<file path="config.mk">
export PLATFORM = sky130hd
export DESIGN_NAME = dcache_responder
export DESIGN_NICKNAME = d
export VERILOG_FILES = /design/src/rtl/dcache_responder.sv
export SDC_FILE = /design/constraint.sdc
export NUM_CORES = 1
export LEC_CHECK = 0
export ABC_AREA = 1
export BUFFER_PORTS_ARGS = -buffer_cell sky130_fd_sc_hd__buf_4
export CAP_MARGIN = 5
export CORE_MARGIN = 2
export CORE_UTILIZATION = 45
export CTS_CLUSTER_SIZE = 14
export DETAILED_ROUTE_END_ITERATION = 16
export PLACE_DENSITY_LB_ADDON = 0.05
export SLEW_MARGIN = 10
export SYNTH_ARGS = -nofsm -noshare
export SYNTH_HDL_FRONTEND = slang
export SYNTH_SLANG_ARGS = --single-unit
export TNS_END_PERCENT = 20
</file>
<file path="constraint.sdc">
create_clock -name CLK -period 10.9 [get_ports CLK]
set_input_delay 0 -clock CLK [delete_from_list [all_inputs] [get_ports CLK]]
set_output_delay 0 -clock CLK [all_outputs]
set_load 0.1 [all_outputs]
</file>
<file path="src/rtl/dcache_responder.sv">
// dcache_responder: direct-mapped write-back D-cache with 2-word blocks and flush-on-halt.
// Define DCACHE_ATOMIC_EN to build the LL/SC link register.
module dcache_responder #(
  parameter int SETS   = 8,
  parameter int WORD_W = 32
) (
  input  logic              CLK,
  input  logic              nRST,
  input  logic              halt,
  input  logic              dmemREN,
  input  logic              dmemWEN,
  input  logic              datomic,
  input  logic [31:0]       dmemaddr,
  input  logic [WORD_W-1:0] dmemstore,
  output logic              dhit,
  output logic [WORD_W-1:0] dmemload,
  output logic              flushed,
  output logic              mem_ren,
  output logic              mem_wen,
  output logic [31:0]       mem_addr,
  output logic [WORD_W-1:0] mem_store,
  input  logic [WORD_W-1:0] mem_load,
  input  logic              mem_ready
);
  localparam int IDX   = $clog2(SETS);
  localparam int TAG_W = 32 - IDX - 3;
  localparam logic [IDX-1:0] LAST = IDX'(SETS - 1);

  typedef enum logic [3:0] {
    IDLE, WB0, WB1, FETCH0, FETCH1, FLUSH_CHK, FLUSH_WB0, FLUSH_WB1, DONE
  } state_t;

  state_t             state_q;
  logic [SETS-1:0]    valid_q, dirty_q;
  logic [TAG_W-1:0]   tag_q [SETS];
  logic [WORD_W-1:0]  data_q [SETS][2];
  logic [IDX-1:0]     cnt_q;
  logic               halt_pend_q;

  logic [IDX-1:0]     idx, set_s;
  logic [TAG_W-1:0]   tag;
  logic               w, req, wr, flushing, wb, fetch, beat;
  logic               idle_req, cache_hit, sc_fail, sc_res, do_write;
  logic               unused;

  assign idx       = dmemaddr[IDX+2:3];
  assign tag       = dmemaddr[31:IDX+3];
  assign w         = dmemaddr[2];
  assign req       = dmemREN | dmemWEN;
  assign wr        = dmemWEN;
  assign flushing  = state_q inside {FLUSH_CHK, FLUSH_WB0, FLUSH_WB1};
  assign wb        = state_q inside {WB0, WB1, FLUSH_WB0, FLUSH_WB1};
  assign fetch     = state_q inside {FETCH0, FETCH1};
  assign beat      = state_q inside {WB1, FETCH1, FLUSH_WB1};
  assign set_s     = flushing ? cnt_q : idx;
  assign idle_req  = state_q == IDLE && !halt && req;
  assign cache_hit = valid_q[idx] && tag_q[idx] == tag;
  assign unused    = ^{dmemaddr[1:0], datomic};

`ifdef DCACHE_ATOMIC_EN
  logic        link_v_q;
  logic [29:0] link_a_q;
  logic        link_match;
  assign link_match = link_v_q && link_a_q == dmemaddr[31:2];
  assign sc_fail    = datomic && wr && !link_match;
  assign sc_res     = datomic && wr && link_match;
`else
  assign sc_fail = 1'b0;
  assign sc_res  = 1'b0;
`endif

  // A failing SC completes at once without touching the array or memory
  assign dhit      = idle_req && (cache_hit || sc_fail);
  assign do_write  = dhit && wr && !sc_fail;
  assign dmemload  = !dhit ? '0 : wr ? WORD_W'(sc_res) : data_q[idx][w];
  assign mem_ren   = fetch;
  assign mem_wen   = wb;
  assign mem_addr  = wb ? {tag_q[set_s], set_s, beat, 2'b00} : fetch ? {tag, idx, beat, 2'b00} : '0;
  assign mem_store = wb ? data_q[set_s][beat] : '0;
  assign flushed   = state_q == DONE;

  always_ff @(posedge CLK or negedge nRST) begin
    if (!nRST) begin
      state_q     <= IDLE;
      valid_q     <= '0;
      dirty_q     <= '0;
      cnt_q       <= '0;
      halt_pend_q <= 1'b0;
`ifdef DCACHE_ATOMIC_EN
      link_v_q    <= 1'b0;
      link_a_q    <= '0;
`endif
    end else begin
      if (halt && state_q inside {WB0, WB1, FETCH0, FETCH1}) halt_pend_q <= 1'b1;
      unique case (state_q)
        IDLE:
          if (halt) begin
            state_q <= FLUSH_CHK;
            cnt_q   <= '0;
          end else if (do_write) dirty_q[idx] <= 1'b1;
          else if (req && !dhit) state_q <= dirty_q[idx] ? WB0 : FETCH0;
        WB0:    if (mem_ready) state_q <= WB1;
        WB1:    if (mem_ready) state_q <= FETCH0;
        FETCH0: if (mem_ready) state_q <= FETCH1;
        FETCH1:
          if (mem_ready) begin
            valid_q[idx] <= 1'b1;
            dirty_q[idx] <= 1'b0;
            halt_pend_q  <= 1'b0;
            cnt_q        <= '0;
            state_q      <= (halt || halt_pend_q) ? FLUSH_CHK : IDLE;
          end
        FLUSH_CHK:
          if (dirty_q[cnt_q]) state_q <= FLUSH_WB0;
          else begin
            cnt_q   <= cnt_q + 1'b1;
            state_q <= cnt_q == LAST ? DONE : FLUSH_CHK;
          end
        FLUSH_WB0: if (mem_ready) state_q <= FLUSH_WB1;
        FLUSH_WB1:
          if (mem_ready) begin
            dirty_q[cnt_q] <= 1'b0;
            cnt_q          <= cnt_q + 1'b1;
            state_q        <= cnt_q == LAST ? DONE : FLUSH_CHK;
          end
        default: state_q <= DONE;
      endcase
`ifdef DCACHE_ATOMIC_EN
      if (do_write && link_a_q == dmemaddr[31:2]) link_v_q <= 1'b0;
      else if (dhit && !wr && datomic) begin
        link_v_q <= 1'b1;
        link_a_q <= dmemaddr[31:2];
      end
`endif
    end
  end

  // Tag and data arrays carry no reset; valid gates their use
  always_ff @(posedge CLK) begin
    if (do_write) data_q[idx][w] <= dmemstore;
    if (fetch && mem_ready) data_q[idx][beat] <= mem_load;
    if (state_q == FETCH1 && mem_ready) tag_q[idx] <= tag;
  end
endmodule

</file>
==> results.md, run 1 <==
* Status: completed
* H-tree depth at 3
* Num CTS Buffers at 84
* IO Count at 203
* Clock Pin Slew Worst Setup and Hold Paths at 60 ps
* Fmax at roughly 180 MHz
* CTS Root Buffer Type: clkbuf_16
* Die ar. at 0.0849 sq mm
* Final net count at 4180
* Final setup TNS at 0 ps
* Number of nets with antenna violations after routing at 0
* Max Slew Vio Count at 0
* DP HPWL at 77.5 mm
* First-pass GRT wire length at 198 mm
* I/O Buffers at a little under 200
* Ys Warns at 0
* CP max FO at around 220
* Die H at 291 um
* Core area at a little over 0.08 sq mm
* Crit end category: output port
* Avg Inst Size Synth at 9.46 sq um
* Clk_skew at about 19 ps
* Clock Sinks at approximately 740
* Avg Vias per Cell at 5.98
* Endpoints failing setup at 0
* Layout area overhead at 15.8%
* Vias at 31200
* CTS tree: done
* Cell Count, Final, Fillers Out at 5210
* Tot GR Track Use at 0.319
* Commonest non-fill, non-tap cell in the layout: nand2_1
* Pre-CTS setup slack at between 5000 and 6000 ps
* Register area share after synthesis at 0.598
* Clk buf depth at 3
* Sequential cell fraction of total power at 0.295
* Setup ws final at 5250 ps
* Max-Cap Viols at 0
* Period minus WS final at 5650 ps
* Comb pwr share at 0.462
* Leakage power at 0.0164 uW
* Clock share of power at 0.243
* Main flop type after synthesis: edfxtp_1
* Worst-Margin Slew at 1190 ps
* Clock latency on the worst-skew pair at 640 ps
* P per Cell Area at 271 mW/mm^2
* GP Congestion at 0.863
* VDD IR-drop max at 0.000360 V
* Starting density of the core at 0.453
* Worst Hold Class: in -> reg
* Die X-Extent at 291 um
* Slew margin rel. at 0.210
* CP startpoint kind: flip-flop
* Vias in the first global route at just under 30000
* NetSw at 5480 uW
* WS Path Type: reg -> out
* Proportion of layout cells with a drive suffix above 1 at 0.109
* CP Data Arrival Time at 5650 ps
* Async SR Flop Fraction at 0.0323
* Initial antenna violation count at 3
* # rows at 105
* Overflow after GRT at 0
* Final Core Density at 0.525
* Most frequent cells in the layout: 930 x nand2_1, 720 x edfxtp_1, 372 x inv_1, 371 x o21ai_0, 341 x nor2_1
* Fill cells at 7470
* Placed insts at around 5000
* Final worst path period share at 0.518
* Synth Cell Area at 0.0372 sq mm
* RSZ-0062 raised after global routing: no
* Largest net degree at the start of global routing at roughly 220
* Req. time, crit path at 10900 ps
* Synth Register Bits at about 740
* Post-synth EDFFs at 720
* Final Hold Vio Count at 0
* Initial detailed-routing violation count at 3254
* Post-synth cell types at slightly below 50
* Switching share of power at 0.470
* Post-Synthesis Cells at 3930
* Routed length per placed instance at 26.4 um
* Residual DRC at 0
* Pint at about 6200 uW
* 1st-pass router iterations at 6
* Final wirelength at 138 mm
-- Yosys cell counts, types with 35 or more instances --
cell type  count  area share
nand4_1       49      0.0082
a21oi_1      120       0.016
nand3_1      199       0.027
buf_2         54      0.0073
edfxtp_1     720        0.58
clkbuf_1     166       0.017
nand2_1      933       0.094
nor2_1       355       0.036
a22oi_1       35      0.0071
a221oi_1      76       0.018
inv_1        376       0.038
o21ai_0      371       0.050
o221ai_1      45       0.011
o22ai_1       89       0.015
nor3_1        35      0.0047
o211ai_1     104       0.021
-- per-stage QoR --
stage | hold slack, ps | area (sq um) | total power, uW
after floorplan | -296 | 37200 | 7190
after global placement | -72.0 | 39800 | 8790
after detailed placement | -71.8 | 39800 | 8800
after CTS | 6.66 | 43000 | 11600
after global routing | 49.8 | 43000 | 12100
final | 7.10 | 43000 | 11700
-- what timing repair did --
action	4_1_cts	5_1_grt
hold buffers	54	0
endpoints found under the hold margin	403	0
gates resized for setup	0	0
buffers inserted	0	0
-- area by class of cell --
cell class | count | area (sq um) | share of cell area
tap | 1070 | 1340 | 0.0311
multi-input combinational | 2533 | 12700 | 0.295
sequential | 744 | 22200 | 0.516
clock buffer | 105 | 2210 | 0.0514
clock inverter | 44 | 477 | 0.0111
timing repair buffer | 325 | 2620 | 0.0609
inverter | 387 | 1470 | 0.0341
antenna | 2 | 5.00 | 0.000116
-- worst max-delay path: stages (launching register included) --
cell and delay, ps:
dfrtp_1 400, inv_1 80, nand2_1 160, nor2_1 350, nand2_1 160, o21ai_4 100
buf_12 600, inv_8 470, buf_12 380, o21ai_0 420, a21oi_1 70, o311ai_0 540
nand2_1 100, nor2_1 430, buf_4 390
-- cell families (layout without fill, tap and decap cells) --
family                     count (synthesis)  after routing  synth area share
buffers and inverters                    654            861            0.0696
adders and majority gates                  2              2          0.000673
DFF                                      744            744             0.598
muxes                                      1              1          0.000269
and+or+nand+nor                         1602           1602             0.177
AOI/OAI and AO/OA                        926            926             0.155
other                                      1              4          0.000101
-- power by group through the flow --
stage | Clock, uW | Combinational [uW] | Sequential (uW)
2_1_floorplan | 0 | 3710 | 3480
3_3_place_gp | 0 | 5300 | 3490
3_5_place_dp | 0 | 5310 | 3490
4_1_cts | 2860 | 5340 | 3430
5_1_grt | 2970 | 5660 | 3450
6_report | 2830 | 5390 | 3430
-- state kept, by name (all words and copies together) (netlist names) --
register,cells
cnt_q,3
data_q,512
dirty_q,8
halt_pend_q,1
state_q,4
tag_q,208
valid_q,8
-- final timing paths --
check	startpoint	to	depth (start not counted)	slack, ps
worst min-delay path	dmemstore[24]	data_q[3][24]	3	7
worst max-delay path	state_q[3]	mem_store[30]	14	5250
worst max register to register	tag_q[7][20]	data_q[5][15]	13	6470
max in group asynchronous	nRST	valid_q[5]	4	10320
min in group asynchronous	nRST	cnt_q[2]	4	410
worst min register to register	valid_q[1]	valid_q[1]	2	450
-- per-layer routing --
metal,share of wire,global-route usage
met5,0.000094,0
met4,0.038,0.125
met3,0.082,0.0441
met2,0.48,0.532
met1,0.40,0.422
Note: power is estimated with default switching activity, not from simulation.
==> run 2, diff against run 1 <==
Settings changed: ABC_AREA 1 to 0.
Clock period 10.9 ns to 5.1 ns, I/O delays scaled along.
==> results.md, run 2 <==
* Async SR Flop Fraction at 0.0323
* # rows at 103
* GP Congestion at just over 0.8
* Count leader, synth: edfxtp_1
* Layer with the highest usage: met2
* Period minus WS final at between 4000 and 5000 ps
* Slowest stage delay, CP at approximately 630 ps
* Worst Hold Class: in -> reg
* Die ar. at a little over 0.08 sq mm
* Synth Area in XOR/XNOR at 0.00363
* CP startpoint kind: flip-flop
* Clock latency on the worst-skew pair at 650 ps
* Yosys top cell by area: edfxtp_1
* Layout area overhead at 20.4%
* CP Data Arrival Time at 4950 ps
* Residual DRC at 0
* Avg Vias per Cell at 6.30
* Comb pwr share at 0.445
* IO Count at 203
* NetSw at 10300 uW
* Number of nets with antenna violations after routing at 0
* Register area share after synthesis at 0.614
* Combinational family with the most area after synthesis: multiplexers
* DP HPWL at 69.1 mm
* Clk buf depth at 3
* 1st-pass router iterations at 5
* Pre-CTS setup slack at between 500 and 600 ps
* Final net count at 2817
* Synth Area in Compound Gates at 0.0847
* Commonest cells post-synth: 720 x edfxtp_1, 277 x nand2_1, 238 x mux4_2
* Worst-Margin Slew at 1180 ps
* Met1 usage at 0.376
* Clock share of power at 0.251
* Post-synthesis mux area share at 0.208
* Die X-Extent at 288 um
* Sequential cell fraction of total power at 0.304
* Avg Inst Size Synth at between 15 and 20 sq um
* Initial antenna violation count at 5
* Crit path top cell by count: buf_4
* Met2 usage at 0.481
* Commonest non-fill, non-tap cell in the layout: edfxtp_1
* CP max stage cell: nor3_1
* Largest net degree at the start of global routing at 100
* Post-synth cell types at 67
* Status: completed
* Cell Chain, Critical Path: mux2_4 > mux4_2 > or4_1 > a211oi_2 > nand4_2 > nor4_4 > buf_4 > nand4b_4 > buf_4 > nor3_1 > buf_4
* CTS Root Buffer Type: clkbuf_16
* Vias in the first global route at between 20000 and 25000
* Endpoints failing setup at 0
* Proportion of layout cells with a drive suffix above 1 at 0.292
* Clock Sinks at 744
* Ys Warns at 0
* Top Registers: data_q x512, tag_q x208
* Main flop type after synthesis: edfxtp_1
* P per Cell Area at ~550 mW/mm^2
* I/O Buffers at 197
* Post-Synthesis Cells at between 2000 and 2500
* Clock Pin Slew Worst Setup and Hold Paths at 60 ps
* CTS tree: done
* Synth Area in Simple Gates at 0.0653
* Leakage power at 0.0150 uW
* Fmax at 202 MHz
* Synth Register Bits at 744
* Final worst path period share at 0.971
* WS Path Type: reg -> out
* Overflow after GRT at 0
* Placed insts at 3548
* Starting density of the core at 0.456
* Crit end category: output port
* GRT met3 Usage at 0.0440
* Routed length per placed instance at just over 30 um
* CP max FO at 21
* VDD IR-drop max at 0.000543 V
* Final total power at 24200 uW
* H-tree depth at 3
* Core area at between 0.07 and 0.08 sq mm
* Switching share of power at 0.426
* Clk_skew at 25.5 ps
* Vias at 24100
* Top cells by area, synth: edfxtp_1 60%, mux4_2 15%, mux2i_1 3.8%
* Final setup TNS at 0 ps
* Setup Buffers After CTS at 0
* Cell Count, Final, Fillers Out at 3832
* Largest reg by FF count: data_q
* Final wirelength at approximately 120 mm
* Req. time, crit path at 5100 ps
* Max-Cap Viols at 0
* Most frequent cells in the layout: 720 x edfxtp_1, 291 x buf_4, 276 x nand2_1, 238 x mux4_2, 134 x mux2i_1
* Slew margin rel. at 0.212
* Tot GR Track Use at 0.283
* Initial detailed-routing violation count at 2351
* Die H at 288 um
* Post-synth EDFFs at 720
* Synth Area in Adders at 0.000969
* Max Slew Vio Count at 0
* First-pass GRT wire length at 169 mm
* Area share of the largest cell type after synthesis at 0.598
* RSZ-0062 raised after global routing: no
* Final Hold Vio Count at 0
* Final hold slack at 172 ps
* Setup ws final at 150 ps
* Pint at between 10000 and 15000 uW
* Largest register FFs at 512
* Num CTS Buffers at 84
* Synth Cell Area at approximately 0.036 sq mm
-- run 2: routing by layer --
metal | wire length (um) | share of wire
met1 | 47000 | 0.40
met2 | 58500 | 0.50
met3 | 7990 | 0.068
met4 | 3390 | 0.029
met5 | 47 | 0.00040
-- run 2: timing repair --
| action | CTS | global route |
|---|---|---|
| hold buffers | 128 | 0 |
| resized for setup | 0 | 0 |
| hold endpoints to repair | 757 | 0 |
-- run 2: logic make-up after synthesis --
kind of cell / after synthesis
DFF: 744
and+or+nand+nor: 533
muxes: 446
AOI/OAI and AO/OA: 442
buffers and inverters: 196
xor gates and xnor gates: 15
adders and majority gates: 3
other: 1
-- run 2: cell type report --
type / instances / area (sq um)
diodes: 1 / 2.50
clock buffers: 103 / 2230
clock inverters: 52 / 539
fillers: 6452 / 35700
inverters: 8 / 30.0
multi-input cells: 1441 / 13500
flip-flops and latches: 744 / 22200
well taps: 1050 / 1310
repair buffers: 433 / 3730
-- run 2: worst paths after layout --
| kind | slack [ps] | end | startpoint | cells past startpoint |
|---|---|---|---|---|
| setup / recovery | 150 | dmemload[16] | tag_q[6][24] | 11 |
| hold / removal | 170 | tag_q[5][3] | dmemaddr[9] | 2 |
| setup reg to reg | 650 | data_q[6][43] | tag_q[6][24] | 10 |
| hold reg to reg | 460 | valid_q[7] | valid_q[7] | 1 |
| max in group asynchronous | 4540 | dirty_q[2] | nRST | 4 |
| min in group asynchronous | 390 | state_q[2] | nRST | 4 |
-- run 2: worst max-delay path, delay by kind of cell (launching register included) --
kind                   cells  cell delay, ps
flip-flops                 1             380
AO/OA/AOI/OAI              1             380
multiplexers               2             760
AND/OR/NAND/NOR            5            1830
buffers and inverters      3             930
-- run 2: per-stage QoR --
| step | utilization | instance area [sq um] |
|---|---|---|
| 6_report | 0.549 | 43500 |
| 2_1_floorplan | - | 36200 |
| 5_1_grt | 0.549 | 43500 |
| 4_1_cts | 0.549 | 43500 |
| 3_5_place_dp | 0.498 | 39500 |
| 3_3_place_gp | 0.498 | 39500 |
-- run 2: power groups by stage --
stage	sequential (uW)	clock, uW	combinational, uW
2_1_floorplan	7380	0	7920
6_report	7340	6070	10800
5_1_grt	7360	6400	11200
4_1_cts	7330	6150	10800
3_3_place_gp	7450	0	10600
3_5_place_dp	7460	0	10600
